--- src/rtl/pwm_fade_ctrl.sv ---
`default_nettype none
// ============================================================================
// Module   : pwm_fade_ctrl
// Purpose  : Duty-cycle fade sequencer for a counter_pwm instance. Drives
//            the counter's enable/compare/period and watches its count for
//            period ends. Every 'hold' periods it steps the compare value
//            between cmp_min and cmp_max, either as one ramp up (mode 0) or
//            as continuous up/down breathing (mode 1).
// Ports    : clk50m, rst_n (sync, active-low)
//            start/stop        - one-cycle control requests
//            mode, cmp_min, cmp_max, step, hold, per_cfg - configuration,
//                                latched on an accepted start
//            cnt               - count from counter_pwm
//            pwm_en, pwm_cmp, pwm_per - counter_pwm controls
//            busy, dir, done, err     - status
// Revision : 1.0 - initial release
// ============================================================================
module pwm_fade_ctrl #(
  parameter int W      = 5,
  parameter int HOLD_W = 8
) (
  input  logic              clk50m,
  input  logic              rst_n,
  input  logic              start,
  input  logic              stop,
  input  logic              mode,
  input  logic [W-1:0]      cmp_min,
  input  logic [W-1:0]      cmp_max,
  input  logic [W-1:0]      step,
  input  logic [HOLD_W-1:0] hold,
  input  logic [W-1:0]      per_cfg,
  input  logic [W-1:0]      cnt,
  output logic              pwm_en,
  output logic [W-1:0]      pwm_cmp,
  output logic [W-1:0]      pwm_per,
  output logic              busy,
  output logic              dir,
  output logic              done,
  output logic              err
);

  typedef enum logic [1:0] {
    S_IDLE = 2'd0,
    S_RUN  = 2'd1,
    S_DONE = 2'd2
  } state_t;

  localparam logic [W-1:0]      c_ONE_W    = {{(W-1){1'b0}}, 1'b1};
  localparam logic [HOLD_W-1:0] c_ONE_HOLD = {{(HOLD_W-1){1'b0}}, 1'b1};

  state_t            r_state, w_state_nxt;
  logic              r_mode;
  logic [W-1:0]      r_min, r_max, r_step, r_per, r_cmp;
  logic [HOLD_W-1:0] r_hold, r_hold_cnt;
  logic              r_dir, r_err;

  logic [W-1:0]      w_cmp_nxt;
  logic [HOLD_W-1:0] w_hold_cnt_nxt;
  logic              w_dir_nxt, w_err_nxt, w_latch;

  // Arithmetic one bit wider than the operands so neither direction wraps.
  logic [W:0]        w_sum, w_diff;
  logic [W-1:0]      w_up_val, w_dn_val;
  logic [HOLD_W:0]   w_hold_inc;
  logic              w_period_end, w_step_now;

  assign w_sum    = {1'b0, r_cmp} + {1'b0, r_step};
  assign w_diff   = {1'b0, r_cmp} - {1'b0, r_step};
  assign w_up_val = (w_sum > {1'b0, r_max}) ? r_max : w_sum[W-1:0];
  assign w_dn_val = (w_diff[W] || (w_diff[W-1:0] < r_min)) ? r_min : w_diff[W-1:0];

  // Period ends only count while the counter is enabled, i.e. in RUN.
  assign w_period_end = (r_state == S_RUN) && (cnt == r_per);
  assign w_hold_inc   = {1'b0, r_hold_cnt} + {{HOLD_W{1'b0}}, 1'b1};
  assign w_step_now   = w_period_end && (w_hold_inc == {1'b0, r_hold});

  always_comb begin
    w_state_nxt    = r_state;
    w_cmp_nxt      = r_cmp;
    w_dir_nxt      = r_dir;
    w_hold_cnt_nxt = r_hold_cnt;
    w_err_nxt      = 1'b0;
    w_latch        = 1'b0;
    case (r_state)
      S_IDLE: begin
        // stop in the same cycle cancels the start (and any error report).
        if (start && !stop) begin
          if (cmp_min <= cmp_max) begin
            w_latch        = 1'b1;
            w_cmp_nxt      = cmp_min;
            w_dir_nxt      = 1'b0;
            w_hold_cnt_nxt = '0;
            w_state_nxt    = S_RUN;
          end else begin
            w_err_nxt = 1'b1;
          end
        end
      end
      S_RUN: begin
        if (stop) begin
          w_state_nxt    = S_IDLE;
          w_cmp_nxt      = '0;
          w_dir_nxt      = 1'b0;
          w_hold_cnt_nxt = '0;
        end else if (w_step_now) begin
          w_hold_cnt_nxt = '0;
          if (!r_dir) begin
            if (r_cmp == r_max) begin
              if (!r_mode) begin
                w_state_nxt = S_DONE;
                w_cmp_nxt   = '0;
              end else begin
                w_dir_nxt = 1'b1;
                w_cmp_nxt = w_dn_val;
              end
            end else begin
              w_cmp_nxt = w_up_val;
            end
          end else begin
            if (r_cmp == r_min) begin
              w_dir_nxt = 1'b0;
              w_cmp_nxt = w_up_val;
            end else begin
              w_cmp_nxt = w_dn_val;
            end
          end
        end else if (w_period_end) begin
          w_hold_cnt_nxt = w_hold_inc[HOLD_W-1:0];
        end
      end
      S_DONE: begin
        w_state_nxt = S_IDLE;
        w_cmp_nxt   = '0;
        w_dir_nxt   = 1'b0;
      end
      default: begin
        w_state_nxt = S_IDLE;
        w_cmp_nxt   = '0;
        w_dir_nxt   = 1'b0;
      end
    endcase
  end

  always_ff @(posedge clk50m) begin
    if (!rst_n) begin
      r_state    <= S_IDLE;
      r_mode     <= 1'b0;
      r_min      <= '0;
      r_max      <= '0;
      r_step     <= '0;
      r_hold     <= '0;
      r_per      <= '0;
      r_cmp      <= '0;
      r_hold_cnt <= '0;
      r_dir      <= 1'b0;
      r_err      <= 1'b0;
    end else begin
      r_state    <= w_state_nxt;
      r_cmp      <= w_cmp_nxt;
      r_dir      <= w_dir_nxt;
      r_hold_cnt <= w_hold_cnt_nxt;
      r_err      <= w_err_nxt;
      if (w_latch) begin
        r_mode <= mode;
        r_min  <= cmp_min;
        r_max  <= cmp_max;
        r_per  <= per_cfg;
        // Zero step / hold are stored as 1 so the datapath never sees 0.
        r_step <= (step == '0) ? c_ONE_W : step;
        r_hold <= (hold == '0) ? c_ONE_HOLD : hold;
      end
    end
  end

  assign pwm_en  = (r_state == S_RUN);
  assign busy    = (r_state == S_RUN);
  assign done    = (r_state == S_DONE);
  assign pwm_cmp = r_cmp;
  assign pwm_per = r_per;
  assign dir     = r_dir;
  assign err     = r_err;

endmodule
`default_nettype wire

--- config.mk ---
export PLATFORM = sky130hd
export DESIGN_NAME = pwm_fade_ctrl
export DESIGN_NICKNAME = d
export VERILOG_FILES = /design/src/rtl/pwm_fade_ctrl.sv
export SDC_FILE = /design/constraint.sdc
export NUM_CORES = 1
export LEC_CHECK = 0
export CORE_MARGIN = 3
export CORE_UTILIZATION = 45
export CTS_BUF_LIST = sky130_fd_sc_hd__clkbuf_16
export CTS_CLUSTER_SIZE = 10
export DETAILED_ROUTE_END_ITERATION = 6
export HOLD_SLACK_MARGIN = 0.15
export PLACE_DENSITY = 0.78
export SLEW_MARGIN = 10
export SYNTH_ARGS = -nofsm -noshare
export SYNTH_HDL_FRONTEND = slang
export SYNTH_SLANG_ARGS = --single-unit
--- constraint.sdc ---
create_clock -name clk50m -period 3.4 [get_ports clk50m]
set_clock_uncertainty 0.05 [all_clocks]
set_input_delay 0.68 -clock clk50m [delete_from_list [all_inputs] [get_ports clk50m]]
set_output_delay 0.68 -clock clk50m [all_outputs]
set_load 0.01 [all_outputs]
# ---- Word-level counts from Yosys, hierarchy flattened
# Cells that the tools add are included.
dict set report totals {
  input_bits 38
  output_inout_bits 15
  ff_bits 46
}
dict set report classes {
  muxes 40
  n_lt_le_gt_ge 3
  addsub 3
  reduce_logical 13
  eq_ne 13
}
# operator n
set ops {}
lappend ops {{5-bit 2-to-1 mux} 11}
lappend ops {{8-bit 2-to-1 mux} 6}
lappend ops {{8-bit case mux with 2 select lines} 1}
lappend ops {{5-bit equality test} 3}
lappend ops {{2-bit 2-to-1 mux} 7}
lappend ops {{1-bit 2-to-1 mux} 12}
lappend ops {{5-bit case mux with 2 select lines} 1}
lappend ops {{8-bit by 1-bit adder with 9-bit output, second input constant} 1}
lappend ops {{9-bit by 8-bit equality test with 1-bit output} 1}
lappend ops {{8-bit logical NOT} 1}
lappend ops {{5-bit by 5-bit adder with 6-bit output} 1}
lappend ops {{6-bit by 5-bit greater-than comparator with 1-bit output} 1}
lappend ops {{3-bit by 2-bit inequality test with 1-bit output, second input constant} 2}
lappend ops {{3-bit inequality test, second input constant} 2}
lappend ops {{3-bit AND reduction} 2}
lappend ops {{6-bit AND reduction} 1}
lappend ops {{5-bit by 5-bit subtractor with 6-bit output} 1}
lappend ops {{5-bit <= comparator} 1}
lappend ops {{5-bit logical NOT} 1}
lappend ops {{5-bit < comparator} 1}
lappend ops {{2-bit inequality test, second input constant} 2}
lappend ops {{4-bit by 2-bit inequality test with 1-bit output, second input constant} 1}
lappend ops {{2-bit case mux with 2 select lines} 1}
lappend ops {{4-bit AND reduction} 1}
lappend ops {{other kinds (8)} 10}

# ---- Longest topological paths before layout
# Gate-level depths: netlist of run 1.
dict set report logic_depth {
  depth_word 10
  depth_mapped 14
  mapped_depth_nobuf 14
}

# ---- Worst setup path after synthesis of run 1
# OpenSTA, ideal clock, no wires.
dict set report synth_timing {
  path_type {register -> register}
  start {register r_cmp[2], in the netlist pwm_cmp[2]}
  end {register r_cmp[0], in the netlist pwm_cmp[0]}
  path_stages_with_launch 13
  period_less_slack_ns 3.108
  setup_slack_ns 0.292
  arrival_ns 2.941
  n_path_buf 1
  setup_time_ns 0.117
  path_cell_list {dfxtp_1 -> ha_1 -> buf_2 -> inv_1 -> a221oi_1 -> xor2_1 -> ha_1 -> o21ai_0 -> o21ai_0 -> a221oi_4 -> mux2i_1 -> a221o_1 -> a22o_1}
}
dict set report synth_via {
  elab_chain_len 10
}
# item line_no
set synth_rtl {}
lappend synth_rtl {{start, declared} 53} ;# logic [W-1:0] r_min, r_max, r_step, r_per, r_cmp;
lappend synth_rtl {{start signal, assigned} 159} ;# r_cmp <= w_cmp_nxt;
lappend synth_rtl {{5-bit by 5-bit subtractor with 6-bit output} 68} ;# assign w_diff = {1'b0, r_cmp} - {1'b0, r_step};
lappend synth_rtl {{5-bit < comparator} 70} ;# assign w_dn_val = (w_diff[W] || (w_diff[W-1:0] < r_min)) ? r_min : w_diff[W-1:0];
lappend synth_rtl {{1-bit logical OR} 70}
lappend synth_rtl {{5-bit 2-to-1 mux} 70}
lappend synth_rtl {{5-bit 2-to-1 mux} 109} ;# if (!r_mode) begin
lappend synth_rtl {{5-bit 2-to-1 mux} 108} ;# if (r_cmp == r_max) begin
lappend synth_rtl {{5-bit 2-to-1 mux *} 107} ;# if (!r_dir) begin
lappend synth_rtl {{5-bit 2-to-1 mux *} 105} ;# end else if (w_step_now) begin
lappend synth_rtl {{5-bit 2-to-1 mux *} 100} ;# if (stop) begin
lappend synth_rtl {{5-bit case mux with 2 select lines *} 84} ;# case (r_state)
# Every way passes the cells marked *; elsewhere a longest branch is shown, timed or not. The select of a mux whose other input is x is not followed.
# A chain may end at the register's enable or synchronous reset.

# ---- Worst setup path after layout of run 1
dict set report layout_timing {
  start {register r_step[2]}
  end {register r_cmp[3], in the netlist pwm_cmp[3]}
}
dict set report layout_via {
  elab_chain_len 10
}
# item line_no
set layout_rtl {}
lappend layout_rtl {{start, declared} 53}
lappend layout_rtl {{start signal, assigned} 169} ;# r_step <= (step == '0) ? c_ONE_W : step;
lappend layout_rtl {{5-bit by 5-bit subtractor with 6-bit output} 68}
lappend layout_rtl {{5-bit < comparator} 70}
lappend layout_rtl {{1-bit logical OR} 70}
lappend layout_rtl {{5-bit 2-to-1 mux} 70}
lappend layout_rtl {{5-bit 2-to-1 mux} 109}
lappend layout_rtl {{5-bit 2-to-1 mux} 108}
lappend layout_rtl {{5-bit 2-to-1 mux *} 107}
lappend layout_rtl {{5-bit 2-to-1 mux *} 105}
lappend layout_rtl {{5-bit 2-to-1 mux *} 100}
lappend layout_rtl {{5-bit case mux with 2 select lines *} 84}
# Marked as above.

==> results of run 1 <==
[metal layers]
| metal | GRT usage, % | routed length, µm |
|---|---|---|
| met3 | 4.51 | 603 |
| met1 | 27.6 | 3890 |
| met5 | 0 | 0 |
| met4 | 5.99 | 139 |
| met2 | 32.2 | 3610 |
[critical path, cell delays in order (launching register included)]
cell	delay, ns
dfxtp_1	0.39
inv_1	0.09
ha_4	0.32
inv_1	0.08
a221oi_2	0.31
xor2_1	0.25
ha_1	0.28
o21ai_0	0.08
o21ai_1	0.12
a221oi_4	0.40
buf_6	0.16
mux2i_2	0.21
o221ai_1	0.12
a22o_1	0.25
[state kept, by name, indices dropped and copies added, names as in the netlist]
signal,cells
r_hold,8
r_hold_cnt,8
pwm_cmp,5
pwm_per,5
r_max,5
r_min,5
r_step,5
r_state,2
dir,1
err,1
r_mode,1
[placed cells by master, fill, tap and decap left out, types with 3 or more instances in the layout]
master	count
nand2_1	16
and4_1	3
o211ai_1	4
mux2i_1	35
nand3_1	17
nor2_1	47
a21oi_1	13
nor3_1	8
nor2b_1	7
nand2b_1	6
clkdlybuf4s50_1	52
o31ai_1	3
nor4_1	3
o21ai_0	9
a22o_1	5
o21a_1	4
nand4_1	5
o221ai_1	5
dfxtp_1	44
a31oi_1	7
clkbuf_16	5
ha_1	24
and2_1	4
inv_1	27
and3_1	3
or3_1	5
o21bai_1	4
buf_4	10
xnor2_1	16
xor2_1	12
[stage by stage]
step	total power (W)	hold WS, ns	setup TNS [ns]	instances	area [µm²]
global placement	0.00248	0.414	0	516	3830
global route	0.00348	0.475	0	527	4050
finish	0.00326	0.420	0	527	4050
CTS	0.00315	0.419	0	526	4020
detailed placement	0.00253	0.406	-0.00594	516	3830
floorplan	0.00203	0.392	0	375	3180
[power groups by stage]
stage / clock, W / combinational, W / sequential, W
global route: 0.000573 / 0.00218 / 0.000730
global placement: 0 / 0.00176 / 0.000719
floorplan: 0 / 0.00130 / 0.000728
finish: 0.000545 / 0.00200 / 0.000717
CTS: 0.000552 / 0.00189 / 0.000710
detailed placement: 0 / 0.00181 / 0.000721
[worst max path at each step]
stage,start,endpoint,slack [ns],depth (start not counted)
CTS,r_step[2],pwm_cmp[2],0.08,13
finish,r_step[2],pwm_cmp[3],0.18,13
global route,pwm_cmp[0],pwm_cmp[3],0.006,13
floorplan,pwm_cmp[2],pwm_cmp[0],0.29,12
global placement,r_step[2],pwm_cmp[3],0.03,12
detailed placement,r_step[2],pwm_cmp[0],-0.006,12
[synthesized netlist by cell type (2+ instances only)]
library cell  instances
nor2_1               47
dfxtp_1              46
mux2i_1              36
ha_1                 25
inv_1                25
nand3_1              18
nand2_1              16
xnor2_1              16
a21oi_1              13
xor2_1               12
o21ai_0              10
clkbuf_1              9
nor3_1                8
a31oi_1               7
nor2b_1               7
nand2b_1              6
a22o_1                5
nand4_1               5
o221ai_1              5
or3_1                 5
and2_1                4
o211ai_1              4
o21a_1                4
o21bai_1              4
and3_1                3
and4_1                3
nor4_1                3
o31ai_1               3
a21boi_0              2
a21o_1                2
buf_1                 2
fa_1                  2
nor3b_1               2
[logic make-up (layout without fill, tap and decap cells)]
kind of cell	Yosys count	after routing	synth area share [%]
AO/OA/AOI/OAI	67	67	15.3
XOR/XNOR	28	28	7.72
adder cells (fa/ha/maj)	27	27	11.1
buffers and inverters	39	98	4.77
flip-flops	46	46	29.0
multiplexers	36	36	11.3
AND/OR/NAND/NOR	132	132	20.8
[area by class of cell]
class,instances,share of cell area (%)
clock buffers,5,3.09
clock inverters,3,0.926
inverters,26,2.41
multi-input cells,290,52.7
flip-flops and latches,46,22.8
well taps,93,2.87
repair buffers,64,15.3
[repair_timing]
| action | in CTS | in global routing |
|---|---|---|
| setup buffers | 2 | 1 |
| gates cloned | 0 | 0 |
| hold buffers | 0 | 0 |
| pin swaps | 1 | 5 |
| setup endpoints to repair | 3 | 5 |
| gates resized for setup | 1 | 9 |
==> impl_metrics.py, run 1 <==
metrics = {
    "status": {
        "status": "completed",
    },
    "floorplanning": {
        "die_area_mm2": 0.00810,
        "die_w_um": 90.0,
        "core_area_mm2": 0.00660,
        "initial_core_util_pct": 48.1,
        "rows": 29,
        "ioPinCount": 53,
        "die_y_um": 90.0,
    },
    "setup_path": {
        "crit_type": "flip-flop to flip-flop",
        "endpoint_kind": "flip-flop",
        "rrSetupSlack_ns": 0.18,
        "r2r_end": "pwm_cmp[3]",
        "r2r_start": "r_step[2]",
        "reg2reg_depth": 13,
        "crit_required_ns": 3.53,
        "setup.worst_path.start_class": "flip-flop",
        "arrival_ns": 3.36,
        "cp_max_fo": 7,
    },
    "cells_and_area": {
        "regArea_um2": 923,
        "synthToLayoutAreaGrowth_pct": 27.6,
        "drive_above_1_share_pct": 6.91,
        "nets": 498,
        "fin_util_pct": 61.4,
        "diodes": 0,
        "multi_input_area_mm2": 0.00213,
        "fill_cells": 585,
    },
    "yosys": {
        "yosysTopAreaCell": "dfxtp_1",
        "syn_nets": 440,
        "yosys.area.top_type_share_pct": 29.0,
        "synth_cell_types": 49,
        "async_flop_share_pct": 0,
        "synth.area.top_cells": "dfxtp_1, mux2i_1, ha_1, nor2_1, xnor2_1",
        "synth_edf_count": 0,
        "synth_cells": 375,
        "syn_avg_cell_area_um2": 8.47,
        "ys_warn_count": 0,
        "ys_ff_latch": 46,
        "synth_ff_type": "dfxtp_1",
        "syn_area_mm2": 0.00318,
        "yosysSeqAreaShare_pct": 29.0,
    },
    "pwr": {
        "p_leak_nw": 1.78,
        "ir_drop_v": 0.000351,
        "p_int_w": 0.00193,
        "p_clk_share_pct": 16.7,
        "p_switching_w": 0.00133,
        "p_comb_share_pct": 61.3,
        "seq_power_share_pct": 22.0,
        "swShare_pct": 40.9,
        "p_per_area_mw_per_mm2": 805,
    },
    "min_path": {
        "hp-start": "r_state[0]",
        "hold_class": "flip-flop to flip-flop",
        "hold_end": "r_state[0]",
        "hold_depth": 1,
    },
    "drt": {
        "routed_wl_um": 8240,
        "wl_per_cell_um": 15.6,
        "vias": 2929,
        "drc_errors": 0,
        "ant_nets": 0,
        "viasPerCell": 5.56,
        "dr.pass1.iters": 4,
        "drtIter0Drc": 201,
    },
    "sta": {
        "setup_viol": 0,
        "slew_viol_final": 0,
        "fin_ws_ns": 0.177,
        "worst_slew_pin_slew_ns": 0.755,
        "max-slew-margin-rel_pct": 49.5,
        "finalCritPeriodShare_pct": 94.8,
        "fmax_ghz": 0.310,
        "hold_viol": 0,
        "rsz0062_at_grt": "no",
        "fin_crit_ns": 3.22,
    },
    "clock_tree": {
        "clk_path_buf_depth": 2,
        "root_buffer": "clkbuf_16",
        "h-tree-depth": 2,
        "numCtsBuffers": 5,
        "clkLatencyLatePin_ns": 0.29,
        "cts_tree": "yes",
        "numClockSinks": 46,
        "path_clk_slew_ns": 0.06,
    },
    "placed_design": {
        "gp_congestion": 0.907,
        "io_buffers": 52,
        "hpwl_um": 6400,
        "dpl_worst_slack_ns": -0.00594,
    },
    "run": {
        "cap_viol_max_count": 0,
    },
    "global_route": {
        "antenna_found_initial": 0,
        "track_usage_pct": 20.3,
        "grt_pass1_wl_um": 13800,
        "overflow": 0,
        "grt_pass1_vias": 2898,
        "grt_max_degree": 35,
    },
}
No activity file was read; power rests on OpenSTA's default activity.
==> run 2, diff against run 1 <==
Settings changed: CORE_ASPECT_RATIO set to 1.2, CORE_UTILIZATION 45 to 50, PLACE_DENSITY 0.78 to 0.76.
==> run 2 against run 1 <==
Net effect:
- total power decreased by 4.1%
- non-clock buffer count increased by 2
- wire length increased by 1.6%
- sequential share of layout area increased by 0.15 points
- die area decreased by 9.3%
- design area decreased by 0.93%
- highest routed layer unchanged
- cell count decreased by 1.7%
- count of clock-buffer cells in the layout unchanged
- critical path depth unchanged
- combinational power decreased by 3%
- critical path type unchanged
==> impl_metrics.py, run 2 (synthesis results as in run 1) <==
metrics = {
    "floorplanning": {
        "core_area_mm2": 0.00609,
        "rows": 31,
        "initial_core_util_pct": 52.2,
        "ioPinCount": 53,
        "die_area_mm2": 0.00735,
        "die_y_um": 93.3,
        "die_w_um": 78.8,
    },
    "clock_tree": {
        "root_buffer": "clkbuf_16",
        "clk_path_buf_depth": 2,
        "cts_tree": "yes",
        "path_clk_slew_ns": 0.07,
        "h-tree-depth": 2,
        "numClockSinks": 46,
        "numCtsBuffers": 5,
        "clkLatencyLatePin_ns": 0.29,
        "cts_hold_buffers": 0,
    },
    "setup_path": {
        "reg2reg_depth": 13,
        "arrival_ns": 3.35,
        "rrSetupSlack_ns": 0.19,
        "cp_max_fo": 4,
        "setup.worst_path.start_class": "flip-flop",
        "r2r_end": "pwm_cmp[3]",
        "crit_type": "flip-flop to flip-flop",
        "endpoint_kind": "flip-flop",
        "crit_required_ns": 3.53,
        "critPathCapture": "pwm_cmp[3]",
        "critPathLaunch": "r_step[0]",
        "r2r_start": "r_step[0]",
    },
    "global_route": {
        "track_usage_pct": 24.7,
        "grt_pass1_vias": 3016,
        "use_met2_pct": 45.0,
        "met3_usage_pct": 4.72,
        "antenna_found_initial": 0,
        "met1_usage_pct": 27.5,
        "grt_busiest_layer": "met2",
        "overflow": 0,
        "grt_max_degree": 31,
        "grt_pass1_wl_um": 14400,
    },
    "cells_and_area": {
        "layoutNonFillerInstCount": 518,
        "final_area_mm2": 0.00402,
        "mostFrequentLayoutCell": "clkdlybuf4s50_1",
        "multi_input_area_mm2": 0.00212,
        "nets": 500,
        "diodes": 0,
        "final_cell_mix": "clkdlybuf4s50_1, nor2_1, dfxtp_1",
        "fill_cells": 511,
        "regArea_um2": 921,
        "fin_util_pct": 65.9,
        "drive_above_1_share_pct": 6.42,
        "reg_top3": "r_hold (8), r_hold_cnt (8)",
        "synthToLayoutAreaGrowth_pct": 26.4,
    },
    "pwr": {
        "ir_drop_v": 0.000359,
        "p_per_area_mw_per_mm2": 779,
        "p_leak_nw": 1.78,
    },
    "min_path": {
        "hold_class": "flip-flop to flip-flop",
        "hp-start": "r_hold[0]",
    },
    "drt": {
        "drc_errors": 0,
        "vias": 2937,
        "ant_nets": 0,
        "drtIter0Drc": 191,
        "dr.pass1.iters": 4,
        "wl_per_cell_um": 16.1,
        "viasPerCell": 5.67,
        "routed_wl_um": 8370,
    },
    "sta": {
        "worst_slew_pin_slew_ns": 0.515,
        "slew_viol_final": 0,
        "fmax_ghz": 0.311,
        "hold_slack_ns": 0.433,
        "hold_viol": 0,
        "finalCritPeriodShare_pct": 94.5,
        "setup_viol": 0,
        "fin_setup_tns_ns": 0,
        "fin_crit_ns": 3.21,
        "max-slew-margin-rel_pct": 65.3,
    },
    "placed_design": {
        "place_area_mm2": 0.00386,
        "dp_cells": 509,
        "gp_congestion": 0.895,
        "hpwl_um": 6610,
        "io_buffers": 52,
    },
    "run": {
        "cap_viol_max_count": 0,
    },
    "status": {
        "status": "completed",
    },
}
==> run 2: cell count changes in the layout (fill, tap and decap cells not counted), moves of 2 or more <==
cell / change
buf_4: +3
dfxtp_2: -2
buf_6: -2
dfxtp_1: +2
==> run 2: worst min path at each step <==
stage	end	cells after the start
after global placement	r_hold[0]	2
after floorplan	r_state[0]	1
after CTS	r_hold[0]	2
after detailed placement	r_hold[0]	2
final	r_hold[0]	2
after global routing	r_hold[0]	2
==> run 2: where the power goes <==
part / leakage, nW / switching (W) / internal [W]
Clock: 0.0724 / 0.000208 / 0.000266
Combinational: 1.34 / 0.00103 / 0.000918
Sequential: 0.373 / 0.0000877 / 0.000617
==> run 2: through the flow <==
stage               setup WS, ns  power, W
finish                     0.185   0.00313
CTS                       0.0821   0.00308
detailed placement        0.0964   0.00260
global placement           0.188   0.00255
global route            -0.00753   0.00338
floorplan                  0.292   0.00203
==> run 2: layout make-up <==
class	count	share of cell area, %
tap	82	2.56
multi-input combinational	290	52.8
inverter	26	2.43
timing repair buffer	66	15.9
sequential	46	22.9
clock inverter	3	0.312
clock buffer	5	3.12
==> run 2: per-layer routing <==
metal | routed length, µm | part of all wire [%]
met2 | 4400 | 53
met1 | 3360 | 40
met3 | 346 | 4.1
met4 | 257 | 3.1
met5 | 0 | 0
==> run 2: what timing repair did <==
item / CTS / global route
hold endpoints to repair: 0 / 0
buffers inserted: 0 / 1
setup endpoints to repair: 0 / 5
resized for setup: 0 / 3
==> run 2: worst max-delay path: stages, from the launching register on <==
cell      delay [ns]
dfxtp_1         0.41
ha_1            0.20
inv_1           0.06
fa_1            0.40
a21o_1          0.17
a21oi_1         0.16
xnor2_1         0.22
ha_1            0.32
a21oi_1         0.12
o21ai_0         0.14
nand2_1         0.23
mux2i_1         0.25
o221ai_1        0.13
a22o_1          0.25
==> run 3, diff against run 2 <==
Settings changed: PLACE_DENSITY 0.76 to 0.81, SETUP_SLACK_MARGIN set to 0.02.
==> run 3 against run 2 <==
Net effect:
- via count increased by 1.0%
- count of clock-buffer cells in the layout unchanged
- hold slack got worse by 0.0057 ns
- clock power decreased by 3%
- cell count increased by 0.58%
- design area increased by 0.44%
- register-to-register slack got worse by 0.02 ns
- largest power group unchanged
==> impl_metrics.py, run 3 (synthesis results as in run 1) <==
metrics = {
    "clock_tree": {
        "clk_path_buf_depth": 2,
        "path_clk_slew_ns": 0.06,
        "h-tree-depth": 2,
        "cts_tree": "yes",
        "clkLatencyLatePin_ns": 0.29,
        "root_buffer": "clkbuf_16",
        "numCtsBuffers": 5,
        "numClockSinks": 46,
    },
    "sta": {
        "fin_crit_ns": 3.24,
        "hold_slack_ns": 0.427,
        "fmax_ghz": 0.309,
        "finalCritPeriodShare_pct": 95.2,
        "hold_viol": 0,
        "worst_slew_pin_slew_ns": 0.516,
        "max-slew-margin-rel_pct": 65.4,
        "setup_viol": 0,
        "slew_viol_final": 0,
        "rsz0062_at_grt": "no",
    },
    "pwr": {
        "p_comb_share_pct": 63.0,
        "p_leak_nw": 1.80,
        "p_clk_share_pct": 14.7,
        "seq_power_share_pct": 22.4,
        "swShare_pct": 42.8,
        "p_per_area_mw_per_mm2": 780,
        "total_power_w": 0.00315,
        "ir_drop_v": 0.000339,
        "p_switching_w": 0.00135,
        "p_int_w": 0.00180,
    },
    "global_route": {
        "grt_pass1_wl_um": 14400,
        "overflow": 0,
        "grt_pass1_vias": 3166,
        "track_usage_pct": 24.5,
        "antenna_found_initial": 0,
        "grt_max_degree": 32,
    },
    "run": {
        "cap_viol_max_count": 0,
    },
    "setup_path": {
        "arrival_ns": 3.37,
        "crit_required_ns": 3.53,
        "crit_top_cell": "inv_1",
        "setup.worst_path.start_class": "flip-flop",
        "critPathSlowestCell": "ha_2",
        "endpoint_kind": "flip-flop",
        "cpPeakStageDelay_ns": 0.40,
        "crit_type": "flip-flop to flip-flop",
        "cp_max_fo": 7,
        "path_cells": "inv_1 > ha_2 > inv_1 > a221oi_2 > xor2_1 > ha_1 > o21ai_0 > o21ai_1 > a221oi_4 > buf_4 > mux2i_1 > o221ai_1 > a22o_1",
    },
    "min_path": {
        "hold_class": "flip-flop to flip-flop",
    },
    "drt": {
        "drtIter0Drc": 225,
        "drc_errors": 0,
        "viasPerCell": 5.69,
        "ant_nets": 0,
        "dr.pass1.iters": 5,
        "wl_per_cell_um": 16.3,
        "routed_wl_um": 8490,
        "vias": 2967,
    },
    "placed_design": {
        "hpwl_um": 6590,
        "io_buffers": 52,
        "gp_congestion": 0.894,
    },
    "cells_and_area": {
        "drive_above_1_share_pct": 7.29,
        "fill_cells": 513,
        "nets": 503,
        "final_cell_mix": "clkdlybuf4s50_1, nor2_1, dfxtp_1",
        "reg_top3": "r_hold (8), r_hold_cnt (8)",
        "diodes": 0,
        "synthToLayoutAreaGrowth_pct": 26.9,
        "mostFrequentLayoutCell": "clkdlybuf4s50_1",
    },
    "floorplanning": {
        "die_w_um": 78.8,
        "initial_core_util_pct": 52.2,
        "ioPinCount": 53,
        "rows": 31,
        "die_y_um": 93.3,
        "die_area_mm2": 0.00735,
        "core_area_mm2": 0.00609,
    },
    "status": {
        "status": "completed",
    },
}
==> run 3: cell types whose count changed in the layout (fill, tap and decap cells not counted), sizes merged <==
cell  previous run  this run
buf             14        17
==> run 3: repair_timing <==
| item | 4_1_cts | 5_1_grt |
|---|---|---|
| gates resized for setup | 0 | 6 |
| buffers inserted | 1 | 1 |
| setup endpoints to repair | 3 | 6 |
| hold buffers | 0 | 0 |
| pin swaps | 1 | 2 |
==> run 3: critical path, delay by kind of cell (launching register included) <==
family | cells | cell delay, ns
XOR/XNOR | 1 | 0.24
buffers and inverters | 3 | 0.35
multiplexers | 1 | 0.24
AO/OA/AOI/OAI | 6 | 1.21
adder cells (fa/ha/maj) | 2 | 0.68
flip-flops | 1 | 0.35
==> run 3: routing by layer <==
layer	routed length [µm]	vias to the layer above	GRT usage [%]
met5	0	-	0
met1	3410	1393	26.7
met2	4400	101	45.7
li1	-	1456	-
met3	446	17	4.72
met4	229	0	10.5
==> run 3: power groups by stage <==
| stage | clock [W] | combinational [W] | sequential [W] |
|---|---|---|---|
| 2_1_floorplan | 0 | 0.00130 | 0.000728 |
| 3_3_place_gp | 0 | 0.00181 | 0.000711 |
| 3_5_place_dp | 0 | 0.00187 | 0.000714 |
| 4_1_cts | 0.000467 | 0.00192 | 0.000703 |
| 5_1_grt | 0.000489 | 0.00218 | 0.000715 |
| 6_report | 0.000461 | 0.00198 | 0.000704 |
==> run 3: layout make-up <==
class | count | area (µm²) | share of cell area, %
clock buffer | 5 | 125 | 3.10
clock inverter | 3 | 12.5 | 0.310
inverter | 26 | 97.6 | 2.42
multi-input combinational | 290 | 2130 | 52.7
sequential | 46 | 921 | 22.8
tap | 82 | 103 | 2.54
timing repair buffer | 69 | 648 | 16.1
==> run 3: worst paths after layout <==
path,from,slack [ns],to,depth (start not counted)
worst max-delay path,r_step[2],0.16,pwm_cmp[3],13
worst max register to register,r_step[2],0.16,pwm_cmp[3],13
worst min-delay path,r_hold[0],0.43,r_hold[0],2
worst min register to register,r_hold[0],0.43,r_hold[0],2
==> run 3: through the flow <==
| stage | std cells | util (%) | TNS [ns] | instance area, µm² | worst slack, ns |
|---|---|---|---|---|---|
| after floorplan | 375 | - | 0 | 3180 | 0.292 |
| after global placement | 511 | 63.4 | 0 | 3860 | 0.0658 |
| after detailed placement | 511 | 63.4 | -0.00324 | 3860 | -0.00324 |
| after CTS | 520 | 65.8 | 0 | 4010 | 0.0512 |
| after global routing | 521 | 66.2 | 0 | 4030 | 0.0146 |
| final | 521 | 66.2 | 0 | 4030 | 0.163 |
